`src/rtl/alu_control_muldiv_pkg.sv`:
```
// Shared encodings for the EX-stage ALU control / HI-LO mul-div block:
// ALUOp classes, funct codes, ALU operation selects and the sequencer states.
package alu_ctrl_pkg;

  typedef enum logic [2:0] {
    AOP_ADD   = 3'b000,
    AOP_SUB   = 3'b001,
    AOP_RTYPE = 3'b010,
    AOP_AND   = 3'b011,
    AOP_OR    = 3'b100,
    AOP_XOR   = 3'b101,
    AOP_SLT   = 3'b110,
    AOP_LUI   = 3'b111
  } aluop_e;

  localparam logic [5:0] F_SLL   = 6'h00;
  localparam logic [5:0] F_SRL   = 6'h02;
  localparam logic [5:0] F_SRA   = 6'h03;
  localparam logic [5:0] F_SLLV  = 6'h04;
  localparam logic [5:0] F_SRLV  = 6'h06;
  localparam logic [5:0] F_SRAV  = 6'h07;
  localparam logic [5:0] F_JALR  = 6'h09;
  localparam logic [5:0] F_MFHI  = 6'h10;
  localparam logic [5:0] F_MTHI  = 6'h11;
  localparam logic [5:0] F_MFLO  = 6'h12;
  localparam logic [5:0] F_MTLO  = 6'h13;
  localparam logic [5:0] F_MULT  = 6'h18;
  localparam logic [5:0] F_MULTU = 6'h19;
  localparam logic [5:0] F_DIV   = 6'h1A;
  localparam logic [5:0] F_DIVU  = 6'h1B;
  localparam logic [5:0] F_ADD   = 6'h20;
  localparam logic [5:0] F_ADDU  = 6'h21;
  localparam logic [5:0] F_SUB   = 6'h22;
  localparam logic [5:0] F_SUBU  = 6'h23;
  localparam logic [5:0] F_AND   = 6'h24;
  localparam logic [5:0] F_OR    = 6'h25;
  localparam logic [5:0] F_XOR   = 6'h26;
  localparam logic [5:0] F_NOR   = 6'h27;
  localparam logic [5:0] F_SLT   = 6'h2A;
  localparam logic [5:0] F_SLTU  = 6'h2B;

  typedef enum logic [4:0] {
    ALU_ADD     = 5'd0,
    ALU_ADDU    = 5'd1,
    ALU_SUB     = 5'd2,
    ALU_SUBU    = 5'd3,
    ALU_AND     = 5'd4,
    ALU_OR      = 5'd5,
    ALU_XOR     = 5'd6,
    ALU_NOR     = 5'd7,
    ALU_SLT     = 5'd8,
    ALU_SLTU    = 5'd9,
    ALU_SLL     = 5'd10,
    ALU_SRL     = 5'd11,
    ALU_SRA     = 5'd12,
    ALU_SLLV    = 5'd13,
    ALU_SRLV    = 5'd14,
    ALU_SRAV    = 5'd15,
    ALU_LUI     = 5'd16,
    ALU_JALR    = 5'd17,
    ALU_PASS_HI = 5'd18,
    ALU_PASS_LO = 5'd19,
    ALU_NOP     = 5'd31
  } alu_ctrl_e;

  typedef enum logic [1:0] {
    ST_IDLE = 2'd0,
    ST_BUSY = 2'd1,
    ST_DONE = 2'd2
  } md_state_e;

endpackage

```
`src/rtl/alu_control_muldiv_if.sv`:
```
// EX-stage bundle between the pipeline and the ALU control / mul-div block.
interface alu_control_muldiv_if #(
  parameter int NBITS_FUNCT = 6,
  parameter int NBITS_ALUOP = 3,
  parameter int NBITS_CTRL  = 5,
  parameter int NBITS_DATA  = 32
);
  logic                   i_Valid;
  logic [NBITS_FUNCT-1:0] i_Instruction;
  logic [NBITS_ALUOP-1:0] i_ALUOp;
  logic [NBITS_DATA-1:0]  i_OpA;
  logic [NBITS_DATA-1:0]  i_OpB;
  logic [NBITS_CTRL-1:0]  o_ALUCtrl;
  logic                   o_Stall;
  logic [NBITS_DATA-1:0]  o_Hi;
  logic [NBITS_DATA-1:0]  o_Lo;
  logic                   o_MdDone;

  modport master (
    output i_Valid, i_Instruction, i_ALUOp, i_OpA, i_OpB,
    input  o_ALUCtrl, o_Stall, o_Hi, o_Lo, o_MdDone
  );

  modport slave (
    input  i_Valid, i_Instruction, i_ALUOp, i_OpA, i_OpB,
    output o_ALUCtrl, o_Stall, o_Hi, o_Lo, o_MdDone
  );
endinterface

```
`src/rtl/alu_control_muldiv_md_iter_core.sv`:
```
// One-step-per-cycle unsigned shift-add multiplier / restoring divider.
// Operates on magnitudes; sign handling lives in the caller.
module md_iter_core #(
  parameter int NBITS_DATA = 32
) (
  input  logic                  clk,
  input  logic                  reset,
  input  logic                  load,
  input  logic                  step,
  input  logic                  is_div,
  input  logic [NBITS_DATA-1:0] a_in,
  input  logic [NBITS_DATA-1:0] b_in,
  output logic [NBITS_DATA-1:0] nxt_hi,
  output logic [NBITS_DATA-1:0] nxt_lo
);
  localparam int N = NBITS_DATA;

  // hi_r: partial product / remainder, lo_r: multiplier bits / dividend-quotient shift reg
  logic [N-1:0] hi_r, lo_r, m_r;
  logic         div_r;
  logic [N:0]   mul_sum, div_sh, div_df;

  always_comb begin
    mul_sum = {1'b0, hi_r} + (lo_r[0] ? {1'b0, m_r} : '0);
    div_sh  = {hi_r, lo_r[N-1]};
    div_df  = div_sh - {1'b0, m_r};
    if (div_r) begin
      if (!div_df[N]) begin
        nxt_hi = div_df[N-1:0];
        nxt_lo = {lo_r[N-2:0], 1'b1};
      end else begin
        nxt_hi = div_sh[N-1:0];
        nxt_lo = {lo_r[N-2:0], 1'b0};
      end
    end else begin
      nxt_hi = mul_sum[N:1];
      nxt_lo = {mul_sum[0], lo_r[N-1:1]};
    end
  end

  always_ff @(posedge clk) begin
    if (reset) begin
      hi_r  <= '0;
      lo_r  <= '0;
      m_r   <= '0;
      div_r <= 1'b0;
    end else if (load) begin
      hi_r  <= '0;
      lo_r  <= a_in;
      m_r   <= b_in;
      div_r <= is_div;
    end else if (step) begin
      hi_r  <= nxt_hi;
      lo_r  <= nxt_lo;
    end
  end
endmodule

```
`src/rtl/alu_control_muldiv.sv`:
```
// EX-stage ALU control decoder plus architectural HI/LO with an iterative
// MULT/MULTU/DIV/DIVU sequencer that stalls the pipeline while it runs.
module alu_control_muldiv import alu_ctrl_pkg::*; #(
  parameter int NBITS_FUNCT = 6,
  parameter int NBITS_ALUOP = 3,
  parameter int NBITS_CTRL  = 5,
  parameter int NBITS_DATA  = 32
) (
  input logic                i_clk,
  input logic                i_reset,
  alu_control_muldiv_if.slave bus
);
  localparam int N  = NBITS_DATA;
  localparam int CW = $clog2(NBITS_DATA);

  logic [NBITS_FUNCT-1:0] funct;
  logic [NBITS_ALUOP-1:0] aluop;
  alu_ctrl_e              ctrl;
  logic                   is_rtype, is_md, md_signed, md_div, wr_hi, wr_lo;
  logic [N-1:0]           a_mag, b_mag, core_hi, core_lo, fix_hi, fix_lo;
  logic [2*N-1:0]         prod;
  logic                   a_neg, b_neg;

  md_state_e   state;
  logic [CW-1:0] cnt;
  logic        op_div, neg_a, neg_b, div_zero, mddone_r;
  logic [N-1:0] opa_r, hi_r, lo_r;

  assign funct = bus.i_Instruction;
  assign aluop = bus.i_ALUOp;

  always_comb begin
    ctrl = ALU_NOP;
    case (aluop)
      AOP_ADD:   ctrl = ALU_ADD;
      AOP_SUB:   ctrl = ALU_SUB;
      AOP_AND:   ctrl = ALU_AND;
      AOP_OR:    ctrl = ALU_OR;
      AOP_XOR:   ctrl = ALU_XOR;
      AOP_SLT:   ctrl = ALU_SLT;
      AOP_LUI:   ctrl = ALU_LUI;
      AOP_RTYPE: begin
        case (funct)
          F_ADD:   ctrl = ALU_ADD;
          F_ADDU:  ctrl = ALU_ADDU;
          F_SUB:   ctrl = ALU_SUB;
          F_SUBU:  ctrl = ALU_SUBU;
          F_AND:   ctrl = ALU_AND;
          F_OR:    ctrl = ALU_OR;
          F_XOR:   ctrl = ALU_XOR;
          F_NOR:   ctrl = ALU_NOR;
          F_SLT:   ctrl = ALU_SLT;
          F_SLTU:  ctrl = ALU_SLTU;
          F_SLL:   ctrl = ALU_SLL;
          F_SRL:   ctrl = ALU_SRL;
          F_SRA:   ctrl = ALU_SRA;
          F_SLLV:  ctrl = ALU_SLLV;
          F_SRLV:  ctrl = ALU_SRLV;
          F_SRAV:  ctrl = ALU_SRAV;
          F_JALR:  ctrl = ALU_JALR;
          F_MFHI:  ctrl = ALU_PASS_HI;
          F_MFLO:  ctrl = ALU_PASS_LO;
          default: ctrl = ALU_NOP;
        endcase
      end
      default:   ctrl = ALU_NOP;
    endcase
  end

  assign is_rtype  = bus.i_Valid && (aluop == AOP_RTYPE);
  assign is_md     = is_rtype && (funct inside {F_MULT, F_MULTU, F_DIV, F_DIVU});
  assign md_signed = (funct == F_MULT) || (funct == F_DIV);
  assign md_div    = (funct == F_DIV) || (funct == F_DIVU);
  // HI/LO moves retire in DONE as well, since HI/LO were already committed on entry
  assign wr_hi     = is_rtype && (funct == F_MTHI) && (state != ST_BUSY);
  assign wr_lo     = is_rtype && (funct == F_MTLO) && (state != ST_BUSY);

  assign a_neg = md_signed && bus.i_OpA[N-1];
  assign b_neg = md_signed && bus.i_OpB[N-1];
  assign a_mag = a_neg ? -bus.i_OpA : bus.i_OpA;
  assign b_mag = b_neg ? -bus.i_OpB : bus.i_OpB;

  md_iter_core #(.NBITS_DATA(N)) u_core (
    .clk    (i_clk),
    .reset  (i_reset),
    .load   (state == ST_IDLE && is_md),
    .step   (state == ST_BUSY),
    .is_div (md_div),
    .a_in   (a_mag),
    .b_in   (b_mag),
    .nxt_hi (core_hi),
    .nxt_lo (core_lo)
  );

  // Sign fix on the final step's result; remainder follows the dividend's sign
  always_comb begin
    prod   = {core_hi, core_lo};
    if (neg_a ^ neg_b) prod = -prod;
    fix_lo = (neg_a ^ neg_b) ? -core_lo : core_lo;
    fix_hi = neg_a ? -core_hi : core_hi;
    if (!op_div) begin
      {fix_hi, fix_lo} = prod;
    end else if (div_zero) begin
      fix_hi = opa_r;
      fix_lo = '1;
    end
  end

  // Start only from IDLE: the held MD op retires during DONE and never re-triggers
  always_ff @(posedge i_clk) begin
    if (i_reset) begin
      state    <= ST_IDLE;
      cnt      <= '0;
      op_div   <= 1'b0;
      neg_a    <= 1'b0;
      neg_b    <= 1'b0;
      div_zero <= 1'b0;
      opa_r    <= '0;
      hi_r     <= '0;
      lo_r     <= '0;
      mddone_r <= 1'b0;
    end else begin
      mddone_r <= 1'b0;
      if (wr_hi) hi_r <= bus.i_OpA;
      if (wr_lo) lo_r <= bus.i_OpA;
      case (state)
        ST_IDLE: begin
          if (is_md) begin
            op_div   <= md_div;
            neg_a    <= a_neg;
            neg_b    <= b_neg;
            div_zero <= (bus.i_OpB == '0);
            opa_r    <= bus.i_OpA;
            cnt      <= CW'(N - 1);
            state    <= ST_BUSY;
          end
        end
        ST_BUSY: begin
          if (cnt == '0) begin
            hi_r     <= fix_hi;
            lo_r     <= fix_lo;
            mddone_r <= 1'b1;
            state    <= ST_DONE;
          end else begin
            cnt <= cnt - 1'b1;
          end
        end
        ST_DONE: state <= ST_IDLE;
        default: state <= ST_IDLE;
      endcase
    end
  end

  assign bus.o_ALUCtrl = NBITS_CTRL'(ctrl);
  assign bus.o_Stall   = (state == ST_BUSY) || (state == ST_IDLE && is_md);
  assign bus.o_Hi      = hi_r;
  assign bus.o_Lo      = lo_r;
  assign bus.o_MdDone  = mddone_r;
endmodule
```
`src/flat_wrapper.sv`:
```
// flat-port wrapper written by rule: the top's interface ports become plain ports
module alu_control_muldiv_flat import alu_ctrl_pkg::*;
#(
  parameter int NBITS_FUNCT = 6,
  parameter int NBITS_ALUOP = 3,
  parameter int NBITS_CTRL  = 5,
  parameter int NBITS_DATA  = 32
)
  (i_clk, i_reset, bus_i_Valid, bus_i_Instruction, bus_i_ALUOp, bus_i_OpA, bus_i_OpB, bus_o_ALUCtrl, bus_o_Stall, bus_o_Hi, bus_o_Lo, bus_o_MdDone);
  alu_control_muldiv_if #(.NBITS_FUNCT(NBITS_FUNCT), .NBITS_ALUOP(NBITS_ALUOP), .NBITS_CTRL(NBITS_CTRL), .NBITS_DATA(NBITS_DATA)) bus_i ();
  input logic i_clk;
  input logic i_reset;
  input wire logic [$bits(bus_i.i_Valid)-1:0] bus_i_Valid;
  input wire logic [$bits(bus_i.i_Instruction)-1:0] bus_i_Instruction;
  input wire logic [$bits(bus_i.i_ALUOp)-1:0] bus_i_ALUOp;
  input wire logic [$bits(bus_i.i_OpA)-1:0] bus_i_OpA;
  input wire logic [$bits(bus_i.i_OpB)-1:0] bus_i_OpB;
  output wire logic [$bits(bus_i.o_ALUCtrl)-1:0] bus_o_ALUCtrl;
  output wire logic [$bits(bus_i.o_Stall)-1:0] bus_o_Stall;
  output wire logic [$bits(bus_i.o_Hi)-1:0] bus_o_Hi;
  output wire logic [$bits(bus_i.o_Lo)-1:0] bus_o_Lo;
  output wire logic [$bits(bus_i.o_MdDone)-1:0] bus_o_MdDone;
  assign bus_i.i_Valid = bus_i_Valid;
  assign bus_i.i_Instruction = bus_i_Instruction;
  assign bus_i.i_ALUOp = bus_i_ALUOp;
  assign bus_i.i_OpA = bus_i_OpA;
  assign bus_i.i_OpB = bus_i_OpB;
  assign bus_o_ALUCtrl = bus_i.o_ALUCtrl;
  assign bus_o_Stall = bus_i.o_Stall;
  assign bus_o_Hi = bus_i.o_Hi;
  assign bus_o_Lo = bus_i.o_Lo;
  assign bus_o_MdDone = bus_i.o_MdDone;
  alu_control_muldiv #(.NBITS_FUNCT(NBITS_FUNCT), .NBITS_ALUOP(NBITS_ALUOP), .NBITS_CTRL(NBITS_CTRL), .NBITS_DATA(NBITS_DATA)) u_core (.i_clk(i_clk), .i_reset(i_reset), .bus(bus_i));
endmodule
```
`config.mk`:
```
export PLATFORM = sky130hd
export DESIGN_NAME = alu_control_muldiv_flat
export DESIGN_NICKNAME = d
export VERILOG_FILES = /design/src/rtl/alu_control_muldiv_pkg.sv /design/src/rtl/alu_control_muldiv_if.sv /design/src/rtl/alu_control_muldiv_md_iter_core.sv /design/src/rtl/alu_control_muldiv.sv /design/src/flat_wrapper.sv
export SDC_FILE = /design/constraint.sdc
export NUM_CORES = 1
export LEC_CHECK = 0
export ABC_AREA = 1
export CORE_MARGIN = 8
export CORE_UTILIZATION = 49
export CTS_CLUSTER_DIAMETER = 150
export DETAILED_ROUTE_END_ITERATION = 7
export DONT_BUFFER_PORTS = 1
export SYNTH_ARGS = -nofsm -noshare
export SYNTH_HDL_FRONTEND = slang
export SYNTH_HIERARCHICAL = 1
export SYNTH_SLANG_ARGS = --single-unit
```
`constraint.sdc`:
```
create_clock -name i_clk -period 4.1 [get_ports i_clk]
set_input_delay 0.41 -clock i_clk [delete_from_list [all_inputs] [get_ports i_clk]]
set_output_delay 0.41 -clock i_clk [all_outputs]
set_load 0.02 [all_outputs]
```
==> results of run 1 <==
-- kinds of logic after synthesis --
logic type                 synth area share, %
AOI/OAI and AO/OA                        18.51
xor gates and xnor gates                 3.892
adders and majority gates                4.933
buffers and inverters                    12.49
DFF                                      20.96
muxes                                  0.05112
and+or+nand+nor                          39.17
-- stage by stage --
step	utilization, %	hold WS (ns)	worst slack [ns]	power (mW)
finish	55.56	0.002970	0.1546	5.221
global placement	52.21	0.4423	-0.1098	2.608
global route	55.56	0.01407	-0.04518	5.348
floorplan	-	0.4297	0.7160	2.440
CTS	54.72	0.0001569	0.02761	5.172
detailed placement	52.21	0.4507	-0.1337	2.609
-- state kept, by name, indices dropped and copies added (netlist names) --
| register | cells |
|---|---|
| u_core/op_div | 1 |
| u_core/u_core/hi_r | 32 |
| u_core/bus.o_Lo | 32 |
| u_core/cnt | 5 |
| u_core/u_core/div_r | 1 |
| u_core/bus.o_MdDone | 1 |
| u_core/opa_r | 32 |
| u_core/neg_b | 1 |
| u_core/state | 2 |
| u_core/u_core/lo_r | 32 |
| u_core/u_core/m_r | 32 |
| u_core/bus.o_Hi | 32 |
| u_core/neg_a | 1 |
| u_core/div_zero | 1 |
-- path summary, 6_finish.rpt --
path	to	cells after the start
min reg2reg	u_core/opa_r[16]$_SDFFE_PP0P_	2
min	u_core/bus.o_Lo[31]$_SDFF_PP0_	2
max	u_core/bus.o_Hi[27]$_SDFF_PP0_	21
max reg2reg	u_core/bus.o_Hi[27]$_SDFF_PP0_	21
-- layer usage --
metal	wire length [microns]	global-route usage [%]	vias up
met1	38360	50.66	10980
met2	37000	53.22	1478
met5	13	0	-
met3	11620	10.57	215
li1	-	-	11210
met4	3305	11.88	2
-- layout by cell type, fill, tap and decap left out, types with 7 or more instances in the layout --
master / n
a211oi_1: 35
a21oi_1: 232
a21oi_2: 13
a31oi_1: 37
buf_4: 130
clkbuf_16: 26
dfxtp_1: 204
ha_1: 73
inv_1: 462
inv_2: 15
nand2_1: 1046
nand2_2: 39
nand3_1: 238
nand3_2: 16
nand3b_1: 16
nand4_1: 34
nor2_1: 340
nor2_2: 31
nor2_4: 14
nor3_1: 25
o211ai_1: 19
o21ai_0: 234
o21ai_1: 27
o21bai_1: 13
or2_2: 7
xnor2_1: 30
xor2_1: 57
-- timing repair --
action / 4_1_cts / 5_1_grt
resized for setup: 5 / 82
endpoints found under the setup margin: 5 / 38
buffers inserted: 1 / 3
pin swaps: 1 / 11
endpoints found under the hold margin: 76 / 0
hold buffers: 2 / 0
cloned: 0 / 2
-- area by class of cell --
cell class | count | area share (%)
clock buffers | 33 | 3.217
multi-input cells | 2648 | 60.76
flip-flops and latches | 205 | 18.68
clock inverters | 15 | 1.031
diodes | 1 | 0.01139
inverters | 482 | 8.233
well taps | 525 | 2.989
repair buffers | 138 | 5.079
-- worst reg2reg max path: cells and delay by family, from the launching register on --
kind	cells	cell delay, ns
AO/OA/AOI/OAI	6	1.62
adder cells (fa/ha/maj)	1	0.28
buffers and inverters	2	0.27
flip-flops	1	0.38
AND/OR/NAND/NOR	12	1.24
-- power groups by stage --
stage	clock network [mW]	registers [mW]	logic (mW)
2_1_floorplan	0	2.05	0.394
3_3_place_gp	0	2.05	0.560
3_5_place_dp	0	2.05	0.561
4_1_cts	2.58	2.00	0.587
5_1_grt	2.66	2.00	0.681
6_report	2.58	2.00	0.642
==> flow_metrics.py, run 1 <==
metrics = {
    "timing": {
        "skew_ns": 0.05232,
        "tns_ns": 0,
        "finalCritPeriodShare_pct": 96.23,
        "drv_slew": 0,
        "relSlewSlack_pct": 33.06,
        "layout_min_cycle_time_ns": 3.945,
        "worstMarginPinSlew_ns": 0.9979,
        "rsz0062_at_grt": "true",
        "finalHoldViolCount": 0,
        "max_freq_mhz": 253.5,
        "setup_viol": 0,
    },
    "floorplan": {
        "die_area_sq_um": 46610,
        "initial_core_util_pct": 49.51,
        "fp.dieW_microns": 215.9,
        "core_sq_um": 39550,
        "io_pins": 147,
        "rows": 73,
        "die_y_microns": 215.9,
    },
    "drt": {
        "first_pass_iters": 8,
        "drtIter0Drc": 3667,
        "routed_wl_mm": 90.30,
        "avgViaCountPerCell": 5.900,
        "antenna_left": 0,
        "drt-wirelength-per-cell_microns": 22.31,
        "via_count": 23880,
        "route.detailed.drc": 3,
    },
    "layout": {
        "final_cell_count_no_fill": 4047,
        "final_net_count": 3653,
        "final_area_sq_um": 21970,
        "syn2layout_area_growth_pct": 12.23,
        "regArea_sq_um": 4105,
        "drive_gt1_share_pct": 9.827,
        "fill_cells": 4100,
        "multi_input_area_sq_um": 13350,
    },
    "power": {
        "switchingPower_mw": 1.499,
        "leakage_nw": 11.23,
        "seqPwrFrac_pct": 38.4,
        "power_density_nw_per_um2": 237.6,
        "clkPwrFrac_pct": 49.3,
        "ir_drop_v": 0.0002850,
        "p_int_mw": 3.722,
        "switching_share_pct": 28.72,
        "pwr-share-comb_pct": 12.3,
    },
    "global_routing": {
        "grt_util_all_layers_pct": 36.42,
        "antenna_found_initial": 2,
        "overflow": 0,
        "grt_pass1_vias": 21570,
        "grt_first_pass_wirelength_mm": 132.7,
        "grt_max_degree": 78,
    },
    "yosys": {
        "syn-num-nets": 3610,
        "yosysTopAreaCellShare_pct": 20.96,
        "netlist_top_cells_area": "dfxtp_1 21%, nand2_1 20%, inv_1 8.9%",
        "mappedNetlistArea_sq_um": 19580,
        "yosysUniqueCellTypes": 56,
        "yosys_most_used_dff": "dfxtp_1",
        "syn_avg_cell_area_sq_um": 5.662,
        "synth_top_area_cell": "dfxtp_1",
        "synthMostInstantiatedCell": "nand2_1",
        "synth_edf_count": 0,
        "async_flop_share_pct": 0,
        "synth_cells": 3458,
        "ys_seq_elements": 205,
        "yosysWarnings": 6,
        "synth_commonest_cells": "1069 x nand2_1, 464 x inv_1, 361 x nor2_1",
        "yosysSeqAreaShare_pct": 20.96,
    },
    "status": {
        "violations": "DRC",
        "status": "finished, violations left",
    },
    "clock_tree": {
        "clk_pin_slew_ns": 0.06,
        "root_buffer": "clkbuf_16",
        "cts_tree": "done",
        "cts_buffers": 26,
        "cts.path.max_buffers": 3,
        "insertion_delay_ns": 0.59,
        "htree_num_levels": 1,
        "cts.sinks": 205,
    },
    "place": {
        "place_hpwl_mm": 71.01,
        "placedCellCount": 3990,
        "postPlaceCellArea_sq_um": 20650,
        "port_buffers": 0,
        "finalWeightedCongestion": 1.053,
    },
    "critical_path": {
        "path_max_fanout": 33,
        "cp.required_ns": 4.54,
        "cp_slowest_cell": "a21oi_1",
        "worstReg2RegStart": "u_core/u_core/lo_r[0]$_SDFFE_PP0P_",
        "rrSetupSlack_ns": 0.15,
        "path_common_cell": "nand2_1",
        "end_kind": "flop",
        "startpoint": "u_core/u_core/lo_r[0]$_SDFFE_PP0P_",
        "cp_top_family": "compound AO/OA/AOI/OAI gates",
        "slowest_delay_ns": 0.44,
        "critPathBufInv": 2,
        "critical_path_class": "reg2reg",
        "start_kind": "flop",
        "crit_chain": "buf_12, nand2_1, inv_1, ha_1, a21oi_1, o21ai_0, a21oi_1, o21a_1, nand3b_1, nand3_1, nand2_1, nor2_1, nand2_1, nor2_1, nand2_1, nand2_1, nand2_1, nand2_1, nand3_2, a21oi_2, a21oi_1",
        "crit_arrival_ns": 4.38,
    },
    "worst_hold_path": {
        "min_from": "bus_i_OpA[31]",
        "min_path_type": "in2reg",
    },
    "run": {
        "max_cap_viol_count": 0,
    },
}
Note: power is estimated with default switching activity, not from simulation.
==> run 2: changes to the inputs <==
Settings changed: ABC_AREA 1 to not set.
==> run 2 against run 1 <==
Compared with the run above: the run ends with setup timing left; non-clock buffer count rose by 440; die area is 8.7% lower; register-to-register slack lost 0.95 ns; clock power about the same; power decreased by 3.6%; synthesized cell count shrank 30%; sequential share of layout area decreased by 2.0 points; sequential power about the same; final cell count fell by 18%; global-route usage fell by 0.79 points; via count decreased by 13%; critical path type unchanged; largest cell class unchanged; highest routed layer is now met4.
==> flow_metrics.py, run 2 <==
metrics = {
    "floorplan": {
        "fp.dieW_microns": 206.3,
        "io_pins": 147,
        "initial_core_util_pct": 49.79,
        "core_sq_um": 35660,
        "rows": 69,
        "die_y_microns": 206.3,
        "die_area_sq_um": 42580,
    },
    "yosys": {
        "syn-num-nets": 2562,
        "ys_seq_elements": 205,
        "netlist_top_cells_area": "dfxtp_1 23%, nand2_1 5.8%, a21oi_1 5.6%",
        "yosys_most_used_dff": "dfxtp_1",
        "synth_commonest_cells": "274 x nand2_1, 230 x nor2_1, 205 x dfxtp_1",
        "yosysTopAreaCellShare_pct": 23.12,
        "mappedNetlistArea_sq_um": 17750,
        "synth_cells": 2410,
        "yosysSeqAreaShare_pct": 23.12,
        "syn_avg_cell_area_sq_um": 7.366,
        "yosysWarnings": 6,
        "synthMostInstantiatedCell": "nand2_1",
        "yosysUniqueCellTypes": 86,
        "synth_top_area_cell": "dfxtp_1",
        "async_flop_share_pct": 0,
        "synth_edf_count": 0,
    },
    "timing": {
        "setup_viol": 55,
        "worstMarginPinSlew_ns": 1.085,
        "tns_ns": -25.10,
        "setup_ws_ns": -0.7984,
        "finalHoldViolCount": 0,
        "finalCritPeriodShare_pct": 119.5,
        "layout_min_cycle_time_ns": 4.898,
        "skew_ns": 0.01969,
        "rsz0062_at_grt": "true",
        "relSlewSlack_pct": 27.57,
        "max_freq_mhz": 204.1,
        "drv_slew": 0,
    },
    "critical_path": {
        "cp_slowest_cell": "or4_4",
        "crit_cells": 20,
        "start_kind": "flop",
        "cp_top_family": "simple AND/OR/NAND/NOR gates",
        "rr_worst_depth": 20,
        "crit_arrival_ns": 5.33,
        "crit_chain": "ha_4, a211oi_2, o221ai_1, a22o_1, or4_4, or3_4, and4_4, buf_6, buf_8, o211ai_1, nand2_2, inv_2, ha_4, or3b_4, or3_4, nor4_4, buf_4, a2111oi_4, a311oi_2, a221oi_1",
        "critPathBufInv": 4,
        "end_kind": "flop",
        "path_max_fanout": 7,
        "slowest_delay_ns": 0.43,
        "critical_path_class": "reg2reg",
        "cp.required_ns": 4.53,
    },
    "global_routing": {
        "grt-busiest-layer": "met2",
        "grt_util_all_layers_pct": 35.64,
        "met2_usage_pct": 58.84,
        "grt_first_pass_wirelength_mm": 118.6,
        "use_met1_pct": 42.83,
        "met3_usage_pct": 6.458,
        "grt_pass1_vias": 20020,
        "antenna_found_initial": 0,
        "grt_max_degree": 86,
        "overflow": 0,
    },
    "place": {
        "finalWeightedCongestion": 0.9953,
        "place_hpwl_mm": 57.45,
        "port_buffers": 0,
        "dp_slack_ns": -1.240,
    },
    "status": {
        "status": "finished, violations left",
        "violations": "setup timing",
    },
    "drt": {
        "antenna_left": 0,
        "drt-wirelength-per-cell_microns": 23.88,
        "routed_wl_mm": 79.18,
        "first_pass_iters": 7,
        "drtIter0Drc": 1898,
        "route.detailed.drc": 0,
        "avgViaCountPerCell": 6.276,
        "via_count": 20810,
    },
    "layout": {
        "fill_cells": 3034,
        "layout_commonest_cell": "buf_4",
        "diodes": 0,
        "final_cell_mix": "454 x buf_4, 256 x nand2_1, 218 x nor2_1",
        "drive_gt1_share_pct": 29.50,
        "syn2layout_area_growth_pct": 39.43,
        "final_net_count": 2987,
    },
    "clock_tree": {
        "root_buffer": "clkbuf_16",
        "cts.sinks": 205,
        "cts.path.max_buffers": 3,
        "cts_tree": "done",
        "insertion_delay_ns": 0.58,
        "cts_buffers": 26,
        "clk_pin_slew_ns": 0.06,
        "htree_num_levels": 1,
    },
    "worst_hold_path": {
        "hold_path_depth": 2,
        "min_path_type": "in2reg",
    },
    "power": {
        "power_density_nw_per_um2": 203.4,
        "ir_drop_v": 0.0003227,
        "finalPower_mw": 5.033,
        "leakage_nw": 10.83,
    },
    "run": {
        "max_cap_viol_count": 0,
    },
}
[run 2: changes by cell type in the layout (fill, tap and decap cells not counted), sizes merged, moves of 146 or more]
cell,change
nor2,-155
buf,+368
o21ai,-146
nand3,-206
nand2,-818
inv,-403
[run 2: logic make-up (layout without fill, tap and decap cells)]
logic type	after synthesis	in the layout	share of synthesized area [%]
AO/OA/AOI/OAI	676	676	25.01
flip-flops	205	205	23.12
adder cells (fa/ha/maj)	76	76	5.441
multiplexers	129	129	7.570
buffers and inverters	258	702	5.864
XOR/XNOR	176	176	8.683
AND/OR/NAND/NOR	890	890	24.31
[run 2: layout make-up]
type,count,area [sq um],share of cell area [%]
flip-flops and latches,205,4118,16.64
clock buffers,34,730.7,2.952
repair buffers,578,4788,19.35
clock inverters,13,210.2,0.8493
well taps,461,576.8,2.330
inverters,77,294.0,1.188
multi-input cells,1947,14030,56.70
[run 2: power by group]
group	switching, mW	internal [mW]	leakage [nW]	total [mW]
combinational	0.234	0.197	8.71	0.431
sequential	0.00560	2.00	1.66	2.00
clock	1.03	1.57	0.458	2.60
[run 2: layer usage]
| layer | part of all wire [%] | wire length [microns] |
|---|---|---|
| met1 | 39 | 30560 |
| met2 | 45 | 36020 |
| met3 | 9.1 | 7195 |
| met4 | 6.8 | 5401 |
| met5 | 0 | 0 |
[run 2: worst register-to-register path, delay by kind of cell, from the launching register on]
family,cells,cell delay (ns)
buffers and inverters,4,0.54
DFF,1,0.34
and+or+nand+nor,7,2.19
adders and majority gates,2,0.38
AOI/OAI and AO/OA,7,1.32
[run 2: timing repair]
| action | in CTS | in global routing |
|---|---|---|
| hold buffers | 74 | 0 |
| buffers inserted | 37 | 33 |
| setup endpoints to repair | 59 | 60 |
| pin swaps | 82 | 92 |
| cloned | 1 | 0 |
| hold endpoints to repair | 143 | 0 |
| gates resized for setup | 181 | 144 |
[run 2: path summary, 6_finish.rpt]
kind | to | startpoint | slack [ns]
hold / removal | u_core/bus.o_Lo[31]$_SDFF_PP0_ | bus_i_OpA[31] | 0.03
setup / recovery | u_core/bus.o_Hi[16]$_SDFF_PP0_ | u_core/u_core/hi_r[22]$_SDFFE_PP0P_ | -0.80
setup reg to reg | u_core/bus.o_Hi[16]$_SDFF_PP0_ | u_core/u_core/hi_r[22]$_SDFFE_PP0P_ | -0.80
hold reg to reg | u_core/opa_r[3]$_SDFFE_PP0P_ | u_core/opa_r[3]$_SDFFE_PP0P_ | 0.46
[run 2: through the flow]
stage | hold slack [ns] | instances | area [sq um] | util, %
2_1_floorplan | 0.4312 | 2410 | 17980 | -
3_3_place_gp | 0.4340 | 3126 | 21080 | 59.11
3_5_place_dp | 0.4407 | 3126 | 21080 | 59.11
4_1_cts | 0.01122 | 3285 | 23860 | 66.91
5_1_grt | 0.03272 | 3315 | 24750 | 69.42
6_report | 0.02970 | 3315 | 24750 | 69.42
